===== src/rtl/asrv32_lsu_wb_if.sv =====
// Pipelined Wishbone bundle between the asrv32 load/store unit (master) and the data bus (slave).
interface asrv32_lsu_wb_if #(
  parameter int ADDR_W = 32
);
  logic              o_wb_cyc;
  logic              o_wb_stb;
  logic              o_wb_we;
  logic [ADDR_W-1:0] o_wb_adr;
  logic [3:0]        o_wb_sel;
  logic [31:0]       o_wb_dat;
  logic [31:0]       i_wb_dat;
  logic              i_wb_ack;
  logic              i_wb_err;
  logic              i_wb_stall;

  modport master (
    output o_wb_cyc, o_wb_stb, o_wb_we, o_wb_adr, o_wb_sel, o_wb_dat,
    input  i_wb_dat, i_wb_ack, i_wb_err, i_wb_stall
  );

  modport slave (
    input  o_wb_cyc, o_wb_stb, o_wb_we, o_wb_adr, o_wb_sel, o_wb_dat,
    output i_wb_dat, i_wb_ack, i_wb_err, i_wb_stall
  );
endinterface


===== src/rtl/asrv32_lsu_wb.sv =====
// asrv32 MEM-stage load/store unit driving a pipelined Wishbone master, with response timeout.
// Optional MISALIGN_TRAP_EN: misaligned half/word accesses complete with an error and no bus cycle.
module asrv32_lsu_wb #(
  parameter int ADDR_W  = 32,
  parameter int TIMEOUT = 255,
  parameter int TO_W    = 8
) (
  input  logic              i_clk,
  input  logic              i_rst_n,
  input  logic              i_valid,
  input  logic              i_load,
  input  logic              i_store,
  input  logic [2:0]        i_funct3,
  input  logic [ADDR_W-1:0] i_addr,
  input  logic [31:0]       i_wdata,
  input  logic [4:0]        i_rd_addr,
  input  logic              i_flush,
  output logic              o_busy,
  output logic              o_done,
  output logic              o_wr_rd,
  output logic [4:0]        o_rd_addr,
  output logic [31:0]       o_rdata,
  output logic              o_err,
  asrv32_lsu_wb_if.master   wb
);

  typedef enum logic [1:0] {
    S_IDLE = 2'd0,
    S_REQ  = 2'd1,
    S_WAIT = 2'd2,
    S_RESP = 2'd3
  } state_t;

  localparam logic [TO_W-1:0] TO_LAST = TO_W'(TIMEOUT - 1);

  state_t            r_state;
  logic              r_cyc;
  logic              r_stb;
  logic              r_we;
  logic [ADDR_W-1:0] r_adr;
  logic [3:0]        r_sel;
  logic [31:0]       r_dat;
  logic              r_busy;
  logic              r_done;
  logic              r_wr_rd;
  logic              r_err;
  logic [4:0]        r_rd_addr;
  logic [31:0]       r_rdata;
  logic [TO_W-1:0]   r_to_cnt;
  logic              r_kill;
  logic              r_is_load;
  logic [2:0]        r_funct3;
  logic [1:0]        r_off;
  logic [4:0]        r_rd_q;

  logic              w_accept;
  logic              w_trap;
  logic [3:0]        w_sel;
  logic [31:0]       w_wdat;
  logic [31:0]       w_ld_data;
  logic              w_resp_evt;
  logic              w_to_hit;
  logic              w_fin;
  logic              w_fin_err;
  logic              w_kill_now;

  function automatic logic [3:0] f_sel(input logic [1:0] sz, input logic [1:0] off);
    case (sz)
      2'b00:   f_sel = 4'b0001 << off;
      2'b01:   f_sel = off[1] ? 4'b1100 : 4'b0011;
      default: f_sel = 4'b1111;
    endcase
  endfunction

  function automatic logic [31:0] f_wdat(input logic [1:0] sz, input logic [1:0] off,
                                         input logic [31:0] wdata);
    case (sz)
      2'b00:   f_wdat = wdata << {off, 3'b000};
      2'b01:   f_wdat = off[1] ? {wdata[15:0], 16'h0000} : wdata;
      default: f_wdat = wdata;
    endcase
  endfunction

  function automatic logic [31:0] f_extract(input logic [31:0] dat, input logic [2:0] f3,
                                            input logic [1:0] off);
    logic [7:0]  b;
    logic [15:0] h;
    case (off)
      2'b00:   b = dat[7:0];
      2'b01:   b = dat[15:8];
      2'b10:   b = dat[23:16];
      default: b = dat[31:24];
    endcase
    h = off[1] ? dat[31:16] : dat[15:0];
    case (f3[1:0])
      2'b00:   f_extract = f3[2] ? {24'h000000, b} : {{24{b[7]}}, b};
      2'b01:   f_extract = f3[2] ? {16'h0000, h} : {{16{h[15]}}, h};
      default: f_extract = dat;
    endcase
  endfunction

`ifdef MISALIGN_TRAP_EN
  function automatic logic f_misalign(input logic [1:0] sz, input logic [1:0] off);
    case (sz)
      2'b00:   f_misalign = 1'b0;
      2'b01:   f_misalign = off[0];
      default: f_misalign = (off != 2'b00);
    endcase
  endfunction
`endif

  // Request decode, lane steering and response/timeout qualification.
  always_comb begin
    w_accept   = i_valid && (i_load || i_store) && !i_flush && !r_busy;
`ifdef MISALIGN_TRAP_EN
    w_trap     = f_misalign(i_funct3[1:0], i_addr[1:0]);
`else
    w_trap     = 1'b0;
`endif
    w_sel      = f_sel(i_funct3[1:0], i_addr[1:0]);
    w_wdat     = f_wdat(i_funct3[1:0], i_addr[1:0], i_wdata);
    w_ld_data  = f_extract(wb.i_wb_dat, r_funct3, r_off);
    w_resp_evt = wb.i_wb_ack || wb.i_wb_err;
    w_to_hit   = (r_to_cnt == TO_LAST);
    w_fin      = w_resp_evt || w_to_hit;
    // A missing response at the timeout limit is reported as an error; err beats ack.
    w_fin_err  = wb.i_wb_err || !w_resp_evt;
    w_kill_now = r_kill || i_flush;
  end

  // Access sequencer: single FSM owning every registered output.
  always_ff @(posedge i_clk or negedge i_rst_n) begin
    if (!i_rst_n) begin
      r_state   <= S_IDLE;
      r_cyc     <= 1'b0;
      r_stb     <= 1'b0;
      r_we      <= 1'b0;
      r_adr     <= {ADDR_W{1'b0}};
      r_sel     <= 4'b0000;
      r_dat     <= 32'h0000_0000;
      r_busy    <= 1'b0;
      r_done    <= 1'b0;
      r_wr_rd   <= 1'b0;
      r_err     <= 1'b0;
      r_rd_addr <= 5'd0;
      r_rdata   <= 32'h0000_0000;
      r_to_cnt  <= {TO_W{1'b0}};
      r_kill    <= 1'b0;
      r_is_load <= 1'b0;
      r_funct3  <= 3'b000;
      r_off     <= 2'b00;
      r_rd_q    <= 5'd0;
    end else begin
      case (r_state)
        S_IDLE: begin
          r_done  <= 1'b0;
          r_wr_rd <= 1'b0;
          r_err   <= 1'b0;
          if (w_accept) begin
            r_is_load <= i_load;
            r_funct3  <= i_funct3;
            r_off     <= i_addr[1:0];
            r_rd_q    <= i_rd_addr;
            r_kill    <= 1'b0;
            r_to_cnt  <= {TO_W{1'b0}};
            r_busy    <= 1'b1;
            if (w_trap) begin
              r_state   <= S_RESP;
              r_done    <= 1'b1;
              r_err     <= 1'b1;
              r_rd_addr <= i_rd_addr;
              r_rdata   <= 32'h0000_0000;
            end else begin
              r_state <= S_REQ;
              r_cyc   <= 1'b1;
              r_stb   <= 1'b1;
              r_we    <= i_store;
              r_adr   <= {i_addr[ADDR_W-1:2], 2'b00};
              r_sel   <= w_sel;
              r_dat   <= w_wdat;
            end
          end
        end
        S_REQ, S_WAIT: begin
          r_kill <= w_kill_now;
          if (w_fin) begin
            r_state   <= S_RESP;
            r_cyc     <= 1'b0;
            r_stb     <= 1'b0;
            r_done    <= 1'b1;
            r_err     <= w_fin_err && !w_kill_now;
            r_wr_rd   <= r_is_load && !w_fin_err && !w_kill_now;
            r_rd_addr <= r_rd_q;
            r_rdata   <= w_resp_evt ? w_ld_data : 32'h0000_0000;
          end else begin
            r_to_cnt <= r_to_cnt + TO_W'(1);
            if ((r_state == S_REQ) && !wb.i_wb_stall) begin
              r_stb   <= 1'b0;
              r_state <= S_WAIT;
            end
          end
        end
        S_RESP: begin
          r_state <= S_IDLE;
          r_done  <= 1'b0;
          r_wr_rd <= 1'b0;
          r_err   <= 1'b0;
          r_busy  <= 1'b0;
          r_kill  <= 1'b0;
        end
        default: begin
          r_state <= S_IDLE;
          r_cyc   <= 1'b0;
          r_stb   <= 1'b0;
          r_busy  <= 1'b0;
          r_done  <= 1'b0;
        end
      endcase
    end
  end

  assign o_busy      = r_busy;
  assign o_done      = r_done;
  assign o_wr_rd     = r_wr_rd;
  assign o_rd_addr   = r_rd_addr;
  assign o_rdata     = r_rdata;
  assign o_err       = r_err;
  assign wb.o_wb_cyc = r_cyc;
  assign wb.o_wb_stb = r_stb;
  assign wb.o_wb_we  = r_we;
  assign wb.o_wb_adr = r_adr;
  assign wb.o_wb_sel = r_sel;
  assign wb.o_wb_dat = r_dat;

endmodule

===== src/flat_wrapper.sv =====
// flat-port wrapper written by rule: the top's interface ports become plain ports
module asrv32_lsu_wb_flat 
#(
  parameter int ADDR_W  = 32,
  parameter int TIMEOUT = 255,
  parameter int TO_W    = 8
)
  (i_clk, i_rst_n, i_valid, i_load, i_store, i_funct3, i_addr, i_wdata, i_rd_addr, i_flush, o_busy, o_done, o_wr_rd, o_rd_addr, o_rdata, o_err, wb_o_wb_cyc, wb_o_wb_stb, wb_o_wb_we, wb_o_wb_adr, wb_o_wb_sel, wb_o_wb_dat, wb_i_wb_dat, wb_i_wb_ack, wb_i_wb_err, wb_i_wb_stall);
  asrv32_lsu_wb_if #(.ADDR_W(ADDR_W)) wb_i ();
  input  logic i_clk;
  input  logic i_rst_n;
  input  logic i_valid;
  input  logic i_load;
  input  logic i_store;
  input  logic [2:0] i_funct3;
  input  logic [ADDR_W-1:0] i_addr;
  input  logic [31:0] i_wdata;
  input  logic [4:0] i_rd_addr;
  input  logic i_flush;
  output logic o_busy;
  output logic o_done;
  output logic o_wr_rd;
  output logic [4:0] o_rd_addr;
  output logic [31:0] o_rdata;
  output logic o_err;
  output wire logic [$bits(wb_i.o_wb_cyc)-1:0] wb_o_wb_cyc;
  output wire logic [$bits(wb_i.o_wb_stb)-1:0] wb_o_wb_stb;
  output wire logic [$bits(wb_i.o_wb_we)-1:0] wb_o_wb_we;
  output wire logic [$bits(wb_i.o_wb_adr)-1:0] wb_o_wb_adr;
  output wire logic [$bits(wb_i.o_wb_sel)-1:0] wb_o_wb_sel;
  output wire logic [$bits(wb_i.o_wb_dat)-1:0] wb_o_wb_dat;
  input wire logic [$bits(wb_i.i_wb_dat)-1:0] wb_i_wb_dat;
  input wire logic [$bits(wb_i.i_wb_ack)-1:0] wb_i_wb_ack;
  input wire logic [$bits(wb_i.i_wb_err)-1:0] wb_i_wb_err;
  input wire logic [$bits(wb_i.i_wb_stall)-1:0] wb_i_wb_stall;
  assign wb_o_wb_cyc = wb_i.o_wb_cyc;
  assign wb_o_wb_stb = wb_i.o_wb_stb;
  assign wb_o_wb_we = wb_i.o_wb_we;
  assign wb_o_wb_adr = wb_i.o_wb_adr;
  assign wb_o_wb_sel = wb_i.o_wb_sel;
  assign wb_o_wb_dat = wb_i.o_wb_dat;
  assign wb_i.i_wb_dat = wb_i_wb_dat;
  assign wb_i.i_wb_ack = wb_i_wb_ack;
  assign wb_i.i_wb_err = wb_i_wb_err;
  assign wb_i.i_wb_stall = wb_i_wb_stall;
  asrv32_lsu_wb #(.ADDR_W(ADDR_W), .TIMEOUT(TIMEOUT), .TO_W(TO_W)) u_core (.i_clk(i_clk), .i_rst_n(i_rst_n), .i_valid(i_valid), .i_load(i_load), .i_store(i_store), .i_funct3(i_funct3), .i_addr(i_addr), .i_wdata(i_wdata), .i_rd_addr(i_rd_addr), .i_flush(i_flush), .o_busy(o_busy), .o_done(o_done), .o_wr_rd(o_wr_rd), .o_rd_addr(o_rd_addr), .o_rdata(o_rdata), .o_err(o_err), .wb(wb_i));
endmodule

===== config.mk =====
export PLATFORM = sky130hd
export DESIGN_NAME = asrv32_lsu_wb_flat
export DESIGN_NICKNAME = d
export VERILOG_FILES = /design/src/rtl/asrv32_lsu_wb_if.sv /design/src/rtl/asrv32_lsu_wb.sv /design/src/flat_wrapper.sv
export SDC_FILE = /design/constraint.sdc
export NUM_CORES = 1
export LEC_CHECK = 0
export CORE_MARGIN = 3
export CORE_UTILIZATION = 32
export DETAILED_ROUTE_END_ITERATION = 8
export SKIP_CTS_REPAIR_TIMING = 1
export SLEW_MARGIN = 30
export SYNTH_ARGS = -nofsm -noshare
export SYNTH_HDL_FRONTEND = slang
export SYNTH_SLANG_ARGS = --single-unit

===== constraint.sdc =====
create_clock -name i_clk -period 2.8 [get_ports i_clk]
set_clock_uncertainty 0.2 [all_clocks]
set_input_delay 0.28 -clock i_clk [delete_from_list [all_inputs] [get_ports i_clk]]
set_output_delay 0.28 -clock i_clk [all_outputs]
set_load 0.1 [all_outputs]

==> results of run 1 <==
## metal layers
metal	vias up	global-route usage
met5	-	0
met4	0	0.0423
met3	17	0.0779
met2	229	0.295
met1	2658	0.226
li1	2545	-
## registers in the layout, summed over array words and instances, names as in the netlist
register and flops:
u_core.o_busy 1, u_core.o_done 1, u_core.o_err 1, u_core.o_rd_addr 5, u_core.o_rdata 32, u_core.o_wr_rd 1
u_core.r_funct3 3, u_core.r_is_load 1, u_core.r_kill 1, u_core.r_off 2, u_core.r_rd_q 5, u_core.r_state 2
u_core.r_to_cnt 8, u_core.wb.o_wb_adr 30, u_core.wb.o_wb_cyc 1, u_core.wb.o_wb_dat 32, u_core.wb.o_wb_sel 4, u_core.wb.o_wb_stb 1
u_core.wb.o_wb_we 1
## cell usage after synthesis (all sizes together), types with 2 or more instances
cell type,count,area share
dfrtp,132,0.52
clkbuf,24,0.014
ha,6,0.012
a221o,17,0.027
inv,9,0.0054
a21oi,20,0.016
nand2b,3,0.0030
and2,3,0.0030
a222oi,8,0.013
o2bb2ai,3,0.0042
nand4,4,0.0040
o31ai,7,0.0083
nor2,14,0.0083
o221ai,7,0.0097
a22oi,3,0.0036
or3b,2,0.0028
nor3,3,0.0024
nor4,2,0.0044
o21ai,63,0.051
nand2,91,0.054
o21bai,4,0.0066
or3,10,0.0099
mux2,47,0.090
a221oi,9,0.013
nand3,2,0.0016
or4,5,0.0060
o21a,4,0.0048
o22ai,5,0.0050
a21o,4,0.0048
nor2b,12,0.012
mux2i,22,0.037
buf,17,0.019
## cell families after synthesis
kind of cell               count (synthesis)  synth area share
other                                      1          0.000596
buffers and inverters                     51            0.0396
adders and majority gates                  6            0.0119
muxes                                     70             0.131
DFF                                      132             0.525
AOI/OAI and AO/OA                        161             0.176
and+or+nand+nor                          155             0.117
## critical path, delay by kind of cell, from the launching register on
| family | cells | cell delay, ns |
|---|---|---|
| AO/OA/AOI/OAI | 2 | 0.74 |
| buffers and inverters | 2 | 0.32 |
| adder cells (fa/ha/maj) | 1 | 0.46 |
| AND/OR/NAND/NOR | 1 | 0.23 |
| flip-flops | 1 | 0.39 |
## worst paths after layout
check	from	end
max in group asynchronous	i_rst_n	u_core.r_state[0]
min in group i_clk	i_addr[27]	u_core.wb.o_wb_adr[27]
min	i_rst_n	u_core.wb.o_wb_adr[25]
max	u_core.r_state[0]	u_core.o_rdata[26]
min reg2reg	u_core.r_rd_q[1]	u_core.o_rd_addr[1]
max reg2reg	u_core.r_state[0]	u_core.o_rdata[26]
## stage by stage
stage          utilization  std cells  cell area [um2]  setup WS (ns)
2_1_floorplan            -        577             6300          0.350
3_3_place_gp         0.448       1034             8520          0.353
3_5_place_dp         0.448       1034             8520          0.314
4_1_cts              0.482       1064             9160          0.240
5_1_grt              0.482       1065             9170          0.143
6_report             0.482       1065             9170          0.317
## area by class of cell
class                           count  area share
Sequential cell                   132       0.360
Multi-Input combinational cell    394       0.300
Timing Repair Buffer              239       0.231
Clock buffer                       17      0.0464
Tap cell                          260      0.0355
Clock inverter                     13      0.0229
Inverter                           10     0.00409
## cells in the final DEF, fill, tap and decap left out, types with 7 or more instances in the layout
cell type,instances
sky130_fd_sc_hd__nor2_1,13
sky130_fd_sc_hd__mux2_4,10
sky130_fd_sc_hd__clkbuf_16,17
sky130_fd_sc_hd__nor2b_1,12
sky130_fd_sc_hd__buf_4,123
sky130_fd_sc_hd__mux2_1,8
sky130_fd_sc_hd__clkdlybuf4s50_1,111
sky130_fd_sc_hd__a221o_1,17
sky130_fd_sc_hd__mux2i_1,21
sky130_fd_sc_hd__mux2_2,29
sky130_fd_sc_hd__dfrtp_1,132
sky130_fd_sc_hd__nand2_1,91
sky130_fd_sc_hd__a21oi_1,20
sky130_fd_sc_hd__inv_1,9
sky130_fd_sc_hd__o31ai_1,7
sky130_fd_sc_hd__o21ai_0,58
sky130_fd_sc_hd__a221oi_1,9
sky130_fd_sc_hd__o221ai_1,7
sky130_fd_sc_hd__or3_1,9
sky130_fd_sc_hd__a222oi_1,8
==> results by stage, run 1 <==
Yosys:
- The Yosys warning count is 0.
- The post-synthesis sequential area ratio is 0.525.
- The synthesis-stage register bit count is 132.
- The prevailing post-synth register cell is sky130_fd_sc_hd__dfrtp_1.
- The netlist uses 56 different library cells.
- The cell area after synthesis is 6290 um2.
- The number of flops mapped to enable cells by yosys is 0.
- The synthesized area per cell is 10.9 um2.
- The cell count after synthesis is 576.
- For this run, asynchronously set or reset flops after synthesis account for 1.00.

CTS:
- The clock tree synthesis step divided the H-tree into 4 levels.
- The number of clock buffers added by TritonCTS is 17.
- Clock tree synthesis selected as its root buffer the cell sky130_fd_sc_hd__clkbuf_16.
- The clock transition at the registers of the reported paths is 0.06 ns.
- For this design, the sink count on the clock tree is 132.
- At the later pin of the worst-skew pair, clock insertion delay measures 0.41 ns.
- TritonCTS built the clock tree.
- The clock passes through at most 2 buffers.

Drt:
- The detailed-routed wire length on met2 is 9290 um.
- The total routed wirelength is 19500 um.
- The number of nets still failing antenna checks after routing is 0.
- The met1 wire length is 8240 um.
- Dividing the detail-routed wire length by the instance count gives 18.3 um.
- Before antenna repair, the detailed router went through 8 iterations.
- The post-detailed-route via-to-cell ratio is 5.12.
- After detailed routing, the met3 layer carries 1790 um of wire.
- The post-route DRC violation count is 0.
- The routed via count is 5449.
- After detailed routing, no signal wire sits above met4.
- The first-iteration detailed-routing DRC count is 371.

Critical path:
- For the worst setup path, the data arrival time is 2.57 ns.
- The type of the worst setup path is register to register.
- The category of the worst setup path launch point is a register.
- The delay of the slowest cell on the worst path is 0.46 ns.
- The slowest stage of the critical path is the sky130_fd_sc_hd__ha_1 cell.
- Counting cells, the worst reg-to-reg path comes to 6.
- STA classifies the critical path endpoint as a register.
- Setup slack on the worst reg-to-reg path comes out at 0.32 ns.
- Walking the worst path, the cells encountered are inv_1 > ha_1 > nand4_1 > o21a_1 > buf_12 > a221o_1.
- The largest fanout on the critical path is 35.
- The required time of the worst setup path is 2.89 ns.

STA:
- Counting I/O delays and the setup requirement, the final critical path takes 2.48 ns.
- Of the available clock period, the critical path in the final layout requires 0.887.
- The transition time at the pin with the least slew margin is 0.652 ns.
- The final-layout worst hold slack is 0.218 ns.
- Measured against its own limit, the worst slew margin works out to 0.565.
- Setup violations remaining at the end of the flow were counted as 0.
- The total count of hold-check failures in the final report is 0.
- Setup repair after global routing left no endpoint under its margin.
- The setup TNS is 0 ns.
- The fmax is 403 MHz.
- The number of slew-limit violations in the final report was 0.

GRT:
- For this run the aggregate overflow at the end of global routing stands at 0.
- The via count of the first global-routing pass was 5647.
- The wire length of the first global-routing pass is 31200 um.
- The initial antenna violation count is 0.
- For this run, the total global-route usage over all layers was measured as 0.182.
- The maximum number of pins on one net before global-route repair is 81.

Floorplan:
- The floorplan step set the die width to 146 um.
- The starting density of the core is 0.331.
- For this design the top-level I/O count stands at 225.
- Measured along the y axis, the die boundary spans 146 um.
- The site row count is 50.
- After floorplanning, the core was sized to cover 19000 um2.
- The die covers 21400 um2.

Finish:
- For this run, the post-layout net count is 913.
- The synthesis-to-layout area growth is 45.7%.
- The number of antenna diodes in the final layout is 0.
- The layout has 1810 filler cells.
- The share of post-route cells with drive strength above 1 is 0.256.
- Across the whole layout, storage elements account for 3300 um2.
- The multi-input combinational cell area is 2750 um2.

Min path:
- The class of the tightest hold or removal check is input pin to asynchronous set/reset pin.

Place:
- After legalization and detailed placement, the total HPWL measured 14700 um.
- The congestion estimate from routability-driven global placement came to 0.844.
- The number of I/O port buffers is 222.

Flow run:
- The tool flagged a number of max-cap violations equal to 0.

Outcome:
- The flow ran to the end, and the final reports show no timing, DRC or antenna violations.
Power of run 1 is not shown: default switching activity piles up to over one toggle a cycle in this logic, so the estimate is an artifact.
==> run 2, diff against run 1 <==
--- a/config.mk
+++ b/config.mk
@@ -5,9 +5,11 @@
 export SDC_FILE = /design/constraint.sdc
 export NUM_CORES = 1
 export LEC_CHECK = 0
+export ABC_CLOCK_PERIOD_IN_PS = 2800
 export CORE_MARGIN = 3
 export CORE_UTILIZATION = 32
 export DETAILED_ROUTE_END_ITERATION = 8
+export RECOVER_POWER = 100
 export SKIP_CTS_REPAIR_TIMING = 1
 export SLEW_MARGIN = 30
 export SYNTH_ARGS = -nofsm -noshare
==> run 2 against run 1 <==
Against the previous run: the run now ends with max-capacitance violations, max-slew violations left; critical path depth did not move; flip-flop and latch count unchanged; design area fell by 5.2%.
==> results by stage, run 2 (synthesized netlist as in run 1, its figures left out) <==
GRT:
- The maximum number of pins on one net before global-route repair is 81 (unchanged).
- The initial antenna violation count came to 0 (unchanged).
- The total routing resource utilization after global routing is 0.182 (unchanged).
- The via count of the first global-routing pass is 5647 (unchanged).
- The leftover overflow at the end of global routing is 0 (unchanged).
- The wire length of the first global-routing pass was 31200 um (unchanged).

Min path:
- The worst hold path was traced through 2 stages.
- The worst hold path begins at i_addr[29].
- The class of the tightest hold or removal check is input pin to register (was input pin to asynchronous set/reset pin).
- For hold timing, the worst endpoint is u_core.wb.o_wb_adr[29].

Critical path:
- The depth of the most critical reg-to-reg path is 6 (unchanged).
- The category of the worst setup path launch point is a register (unchanged).
- The arrival time at the worst endpoint is 2.56 ns (was 2.57 ns).
- The cell at the slowest stage of the critical path was sky130_fd_sc_hd__ha_1 (unchanged).
- The required time of the worst setup path is 2.89 ns (about the same).
- The largest fanout on the critical path is 35 (unchanged).
- The end of the worst register-to-register path was u_core.o_rdata[26] (unchanged).
- The reg-to-reg startpoint is u_core.r_state[0] (unchanged).
- The type of element capturing the critical path is a register (unchanged).
- The type of the worst setup path is register to register (unchanged).
- Critical Path, Cell by Cell: inv_1 > ha_1 > nand4_1 > o21a_1 > buf_12 > a221o_1 (unchanged).
- The minimum setup slack among reg-to-reg paths was 0.33 ns (was 0.32 ns).
- The delay of the slowest cell on the worst path came to 0.46 ns (about the same).

Outcome:
- Result of the run: finished with violations (was finished clean).
- The final reports fail on max-capacitance violations, max-slew violations.

STA:
- The setup TNS is 0 ns (unchanged).
- Unrepaired setup endpoints after global routing: no (unchanged).
- The transition time at the pin with the least slew margin came to 1.60 ns (was 0.652 ns).
- The number of failing setup endpoints in the final timing report is 0 (unchanged).
- The worst slew margin relative to its limit is -0.0655 (was 0.565).
- The shortest clock period the worst path allows after layout was 2.47 ns (was 2.48 ns).
- The final-layout worst hold slack is 0.251 ns (was 0.218 ns).
- The number of slew-limit violations in the final report is 64 (was 0).
- The period utilization is 0.883 (was 0.887).
- The setup slack after layout is 0.327 ns (was 0.317 ns).
- The total count of hold-check failures in the final report came to 0 (unchanged).
- The fmax came to 404 MHz (was 403 MHz).

CTS:
- The clock root buffer is sky130_fd_sc_hd__clkbuf_16 (unchanged).
- The count of H-tree levels built during CTS is 4 (unchanged).
- The TritonCTS clock tree is done (unchanged).
- The clock transition at the registers of the reported paths was 0.06 ns (about the same).
- The CTS sink count is 132 (unchanged).
- The clock latency at the later pin of the worst-skew pair came to 0.41 ns (about the same).
- The number of buffers on the longest clock path is 2 (unchanged).
- The number of clock buffers inserted by TritonCTS is 17 (unchanged).

Floorplan:
- The core footprint was 19000 um2 (unchanged).
- The site row count is 50 (unchanged).
- The number of ports placed on the die boundary came to 225 (unchanged).
- The die height is 146 um (unchanged).
- The die span in x is 146 um (unchanged).
- The overall die area is 21400 um2 (unchanged).
- The starting density of the core is 0.331 (unchanged).

Finish:
- The multi-input combinational cell area is 2710 um2 (was 2750 um2).
- The final net count came to 913 (unchanged).
- The number of antenna cells inserted is 0 (unchanged).
- The share of post-route cells with drive strength above 1 came to 0.106 (was 0.256).
- The most frequent standard cell in the layout excluding fill and tap cells was sky130_fd_sc_hd__dfrtp_1 (unchanged).
- Most used cells in the layout excluding fill and tap cells: sky130_fd_sc_hd__dfrtp_1, sky130_fd_sc_hd__clkdlybuf4s50_1, sky130_fd_sc_hd__clkbuf_1 (was sky130_fd_sc_hd__dfrtp_1, sky130_fd_sc_hd__buf_4, sky130_fd_sc_hd__clkdlybuf4s50_1).
- The synthesis-to-layout area growth is 38.2% (was 45.7%).
- The finished layout cell area was 8690 um2 (was 9170 um2).
- The footprint of the flip-flops and latches is 3300 um2 (unchanged).
- The total of fill cells in the finished design is 1920 (was 1810).

Drt:
- The first-iteration detailed-routing DRC count is 423 (was 371).
- The routed via count is 5433 (was 5449).
- The post-detailed-route via-to-cell ratio is 5.10 (was 5.12).
- The first-pass iteration count of the detailed router is 5 (was 8).
- The post-route DRC violation count is 0 (unchanged).
- The number of nets still failing antenna checks after routing came to 0 (unchanged).
- The average wire length per cell after detail routing is 18.3 um (about the same).
- The total routed wirelength is 19400 um (was 19500 um).

Place:
- The HPWL after detailed placement is 14700 um (unchanged).
- The final weighted congestion in routability-driven placement is 0.844 (unchanged).
- The total cell area at the placement stage is 8520 um2 (unchanged).
- The number of I/O port buffers came to 222 (unchanged).
- The worst setup timing slack at the placement stage came to 0.314 ns (unchanged).

Flow run:
- The count of max-cap constraint violations is 1 (was 0).
==> run 2: changes by cell type in the layout (fill, tap and decap cells not counted), moves of 3 or more <==
cell / before / now
sky130_fd_sc_hd__buf_4: 123 / 11
sky130_fd_sc_hd__clkbuf_1: 0 / 110
sky130_fd_sc_hd__mux2_1: 8 / 18
sky130_fd_sc_hd__mux2_4: 10 / 0
sky130_fd_sc_hd__clkbuf_2: 0 / 3
sky130_fd_sc_hd__o21ai_0: 58 / 61
sky130_fd_sc_hd__o21ai_1: 4 / 1
==> run 2: stage by stage <==
step / instances / util
after floorplan: 577 / -
after global placement: 1034 / 0.448
after detailed placement: 1034 / 0.448
after CTS: 1064 / 0.482
after global routing: 1065 / 0.457
final: 1065 / 0.457
==> run 2: worst max path at each step <==
| stage | from | end | slack (ns) | depth (start not counted) |
|---|---|---|---|---|
| after floorplan | u_core.o_busy | u_core.wb.o_wb_adr[17] | 0.35 | 6 |
| after global placement | wb_i_wb_err | u_core.r_state[1] | 0.35 | 5 |
| after detailed placement | u_core.r_state[0] | u_core.o_rdata[20] | 0.31 | 5 |
| after CTS | u_core.r_state[0] | u_core.o_rdata[26] | 0.24 | 5 |
| after global routing | u_core.r_state[0] | u_core.r_to_cnt[7] | 0.14 | 7 |
| final | u_core.r_state[0] | u_core.o_rdata[26] | 0.33 | 6 |
==> run 2: cell type report <==
cell class | instances | share of cell area
inverter | 10 | 0.00432
clock buffer | 17 | 0.0489
multi-input combinational | 394 | 0.312
clock inverter | 13 | 0.0242
sequential | 132 | 0.380
timing repair buffer | 239 | 0.194
tap | 260 | 0.0374
==> run 2: metal layers <==
| metal | up-vias | track usage | share of wire |
|---|---|---|---|
| li1 | 2543 | - | - |
| met1 | 2644 | 0.226 | 0.42 |
| met2 | 228 | 0.295 | 0.48 |
| met3 | 18 | 0.0779 | 0.092 |
| met4 | 0 | 0.0423 | 0.011 |
| met5 | - | 0 | 0 |
==> run 2: worst max-delay path, delay by kind of cell (launching register included) <==
family	cells	cell delay, ns
AOI/OAI and AO/OA	2	0.74
adders and majority gates	1	0.46
DFF	1	0.39
buffers and inverters	2	0.32
and+or+nand+nor	1	0.22
Power of run 2 is left out for the same reason.
==> run 3, diff against run 2 <==
--- a/config.mk
+++ b/config.mk
@@ -6,7 +6,6 @@
 export NUM_CORES = 1
 export LEC_CHECK = 0
 export ABC_CLOCK_PERIOD_IN_PS = 2800
-export CORE_MARGIN = 3
 export CORE_UTILIZATION = 32
 export DETAILED_ROUTE_END_ITERATION = 8
 export RECOVER_POWER = 100
==> run 3 against run 2 <==
Against the previous run: the run still ends with max-capacitance violations, max-slew violations left; maximum frequency up 1.6%; clock-buffer cell count up 4; via count down 0.50%; die area down 5.4%; worst setup slack better by 0.040 ns; largest cell class unchanged.
==> results by stage, run 3 (synthesized netlist as in run 1, its figures left out) <==
Outcome:
- Result of the run: finished with violations (unchanged).
- Violations in the final reports: max-capacitance violations, max-slew violations (unchanged).

Critical path:
- The category of the worst setup path launch point is a register (unchanged).
- The arrival time at the worst endpoint is 2.53 ns (was 2.56 ns).
- The total buffers and inverters traversed by the critical path is 2 (unchanged).
- The largest fanout on the critical path came to 35 (unchanged).
- The required time of the worst setup path is 2.89 ns (about the same).
- The type of the worst setup path is register to register (unchanged).
- The cell at the slowest stage of the critical path was sky130_fd_sc_hd__ha_1 (unchanged).
- Critical Path, Cell by Cell: inv_1 > ha_1 > nand4_1 > o21a_1 > buf_12 > a221o_1 (unchanged).
- The cell family with the largest share of critical-path delay is compound AO/OA/AOI/OAI gates (unchanged).
- The delay of the slowest cell on the worst path came to 0.47 ns (was 0.46 ns).
- The type of element capturing the critical path is a register (unchanged).

STA:
- The transition time at the pin with the least slew margin is 1.85 ns (was 1.60 ns).
- The shortest clock period the worst path allows after layout is 2.43 ns (was 2.47 ns).
- The fmax came to 411 MHz (was 404 MHz).
- The total count of hold-check failures in the final report was 0 (unchanged).
- The setup TNS came to 0 ns (unchanged).
- The worst slew margin relative to its limit came to -0.235 (was -0.0655).
- The number of failing setup endpoints in the final timing report is 0 (unchanged).
- Unrepaired setup endpoints after global routing: no (unchanged).
- The final-layout worst hold slack is 0.254 ns (was 0.251 ns).
- The period utilization was 0.869 (was 0.883).
- The number of slew-limit violations in the final report came to 72 (was 64).

Min path:
- The class of the tightest hold or removal check is input pin to register (unchanged).

Drt:
- The routed via count was 5406 (was 5433).
- The total routed wirelength is 19000 um (was 19400 um).
- The number of nets still failing antenna checks after routing is 0 (unchanged).
- The post-detailed-route via-to-cell ratio is 5.05 (was 5.10).
- The post-route DRC violation count is 0 (unchanged).
- The average wire length per cell after detail routing is 17.7 um (was 18.3 um).
- The first-pass iteration count of the detailed router is 6 (was 5).
- The first-iteration detailed-routing DRC count is 314 (was 423).

Finish:
- The total of fill cells in the finished design was 1896 (was 1920).
- The final standard cell count with taps included and fillers excluded is 1071 (was 1065).
- Most used cells in the layout excluding fill and tap cells: sky130_fd_sc_hd__dfrtp_1, sky130_fd_sc_hd__clkbuf_1, sky130_fd_sc_hd__clkdlybuf4s50_1 (was sky130_fd_sc_hd__dfrtp_1, sky130_fd_sc_hd__clkdlybuf4s50_1, sky130_fd_sc_hd__clkbuf_1).
- The synthesis-to-layout area growth came to 38.8% (was 38.2%).
- The share of post-route cells with drive strength above 1 is 0.110 (was 0.106).
- The number of antenna cells inserted is 0 (unchanged).
- The final net count is 917 (was 913).
- The finished layout cell area is 8740 um2 (was 8690 um2).
- The multi-input combinational cell area was 2710 um2 (unchanged).
- The most frequent standard cell in the layout excluding fill and tap cells is sky130_fd_sc_hd__dfrtp_1 (unchanged).
- The footprint of the flip-flops and latches was 3300 um2 (unchanged).

Place:
- The number of I/O port buffers came to 222 (unchanged).
- The HPWL after detailed placement is 14200 um (was 14700 um).
- The cell total after placement came to 1038 (was 1034).
- The final weighted congestion in routability-driven placement came to 0.824 (was 0.844).
- The total cell area at the placement stage is 8540 um2 (was 8520 um2).

CTS:
- The clock root buffer is sky130_fd_sc_hd__clkbuf_16 (unchanged).
- The clock transition at the registers of the reported paths is 0.06 ns (about the same).
- The clock latency at the later pin of the worst-skew pair is 0.41 ns (about the same).
- The count of H-tree levels built during CTS came to 4 (unchanged).
- The number of buffers on the longest clock path is 2 (unchanged).
- The TritonCTS clock tree is done (unchanged).
- The number of clock buffers inserted by TritonCTS is 17 (unchanged).
- The CTS sink count is 132 (unchanged).

GRT:
- The wire length of the first global-routing pass is 29500 um (was 31200 um).
- The via count of the first global-routing pass is 5488 (was 5647).
- The initial antenna violation count is 0 (unchanged).
- The total routing resource utilization after global routing is 0.190 (was 0.182).
- The maximum number of pins on one net before global-route repair is 82 (was 81).
- The leftover overflow at the end of global routing is 0 (unchanged).

Floorplan:
- The starting density of the core was 0.331 (unchanged).
- The number of ports placed on the die boundary came to 225 (unchanged).
- The site row count is 50 (unchanged).
- The core footprint is 19000 um2 (unchanged).
- The die span in x was 142 um (was 146 um).
- The die height was 142 um (was 146 um).
- The overall die area is 20200 um2 (was 21400 um2).

Flow run:
- The count of max-cap constraint violations is 1 (unchanged).
run 3: changes by cell type in the layout (fill, tap and decap cells not counted):
cell / before / now
sky130_fd_sc_hd__clkbuf_1: 110 / 112
sky130_fd_sc_hd__clkbuf_2: 3 / 1
sky130_fd_sc_hd__clkinvlp_4: 2 / 3
sky130_fd_sc_hd__bufinv_16: 5 / 4
sky130_fd_sc_hd__buf_6: 1 / 0
sky130_fd_sc_hd__buf_4: 11 / 16
sky130_fd_sc_hd__clkbuf_8: 0 / 4
sky130_fd_sc_hd__clkinv_4: 4 / 3
sky130_fd_sc_hd__clkinv_2: 2 / 1
run 3: final timing paths:
kind / startpoint / to / slack [ns] / cells after the start
hold / removal: i_addr[28] / u_core.wb.o_wb_adr[28] / 0.25 / 2
hold reg to reg: u_core.o_rd_addr[1] / u_core.o_rd_addr[1] / 0.27 / 2
setup / recovery: u_core.r_state[0] / u_core.o_rdata[21] / 0.37 / 6
max in group asynchronous: i_rst_n / u_core.wb.o_wb_dat[9] / 0.54 / 3
min in group asynchronous: i_rst_n / u_core.wb.o_wb_adr[7] / 0.71 / 2
setup reg to reg: u_core.r_state[0] / u_core.o_rdata[21] / 0.37 / 6
run 3: final cells by class:
type	count	share of cell area
multi-input combinational	394	0.310
timing repair buffer	243	0.195
tap	260	0.0372
inverter	10	0.00430
sequential	132	0.378
clock inverter	11	0.0199
clock buffer	21	0.0550
run 3: layer usage:
layer,track usage,wire [um]
met3,0.0740,1660
met2,0.310,8980
met5,0,0
met4,0.0583,257
met1,0.230,8080
run 3: metrics by stage:
stage	utilization	setup slack (ns)
floorplan	-	0.350
global placement	0.449	0.373
detailed placement	0.449	0.231
CTS	0.483	0.227
global route	0.459	0.215
finish	0.459	0.367
Power of run 3 is left out for the same reason.
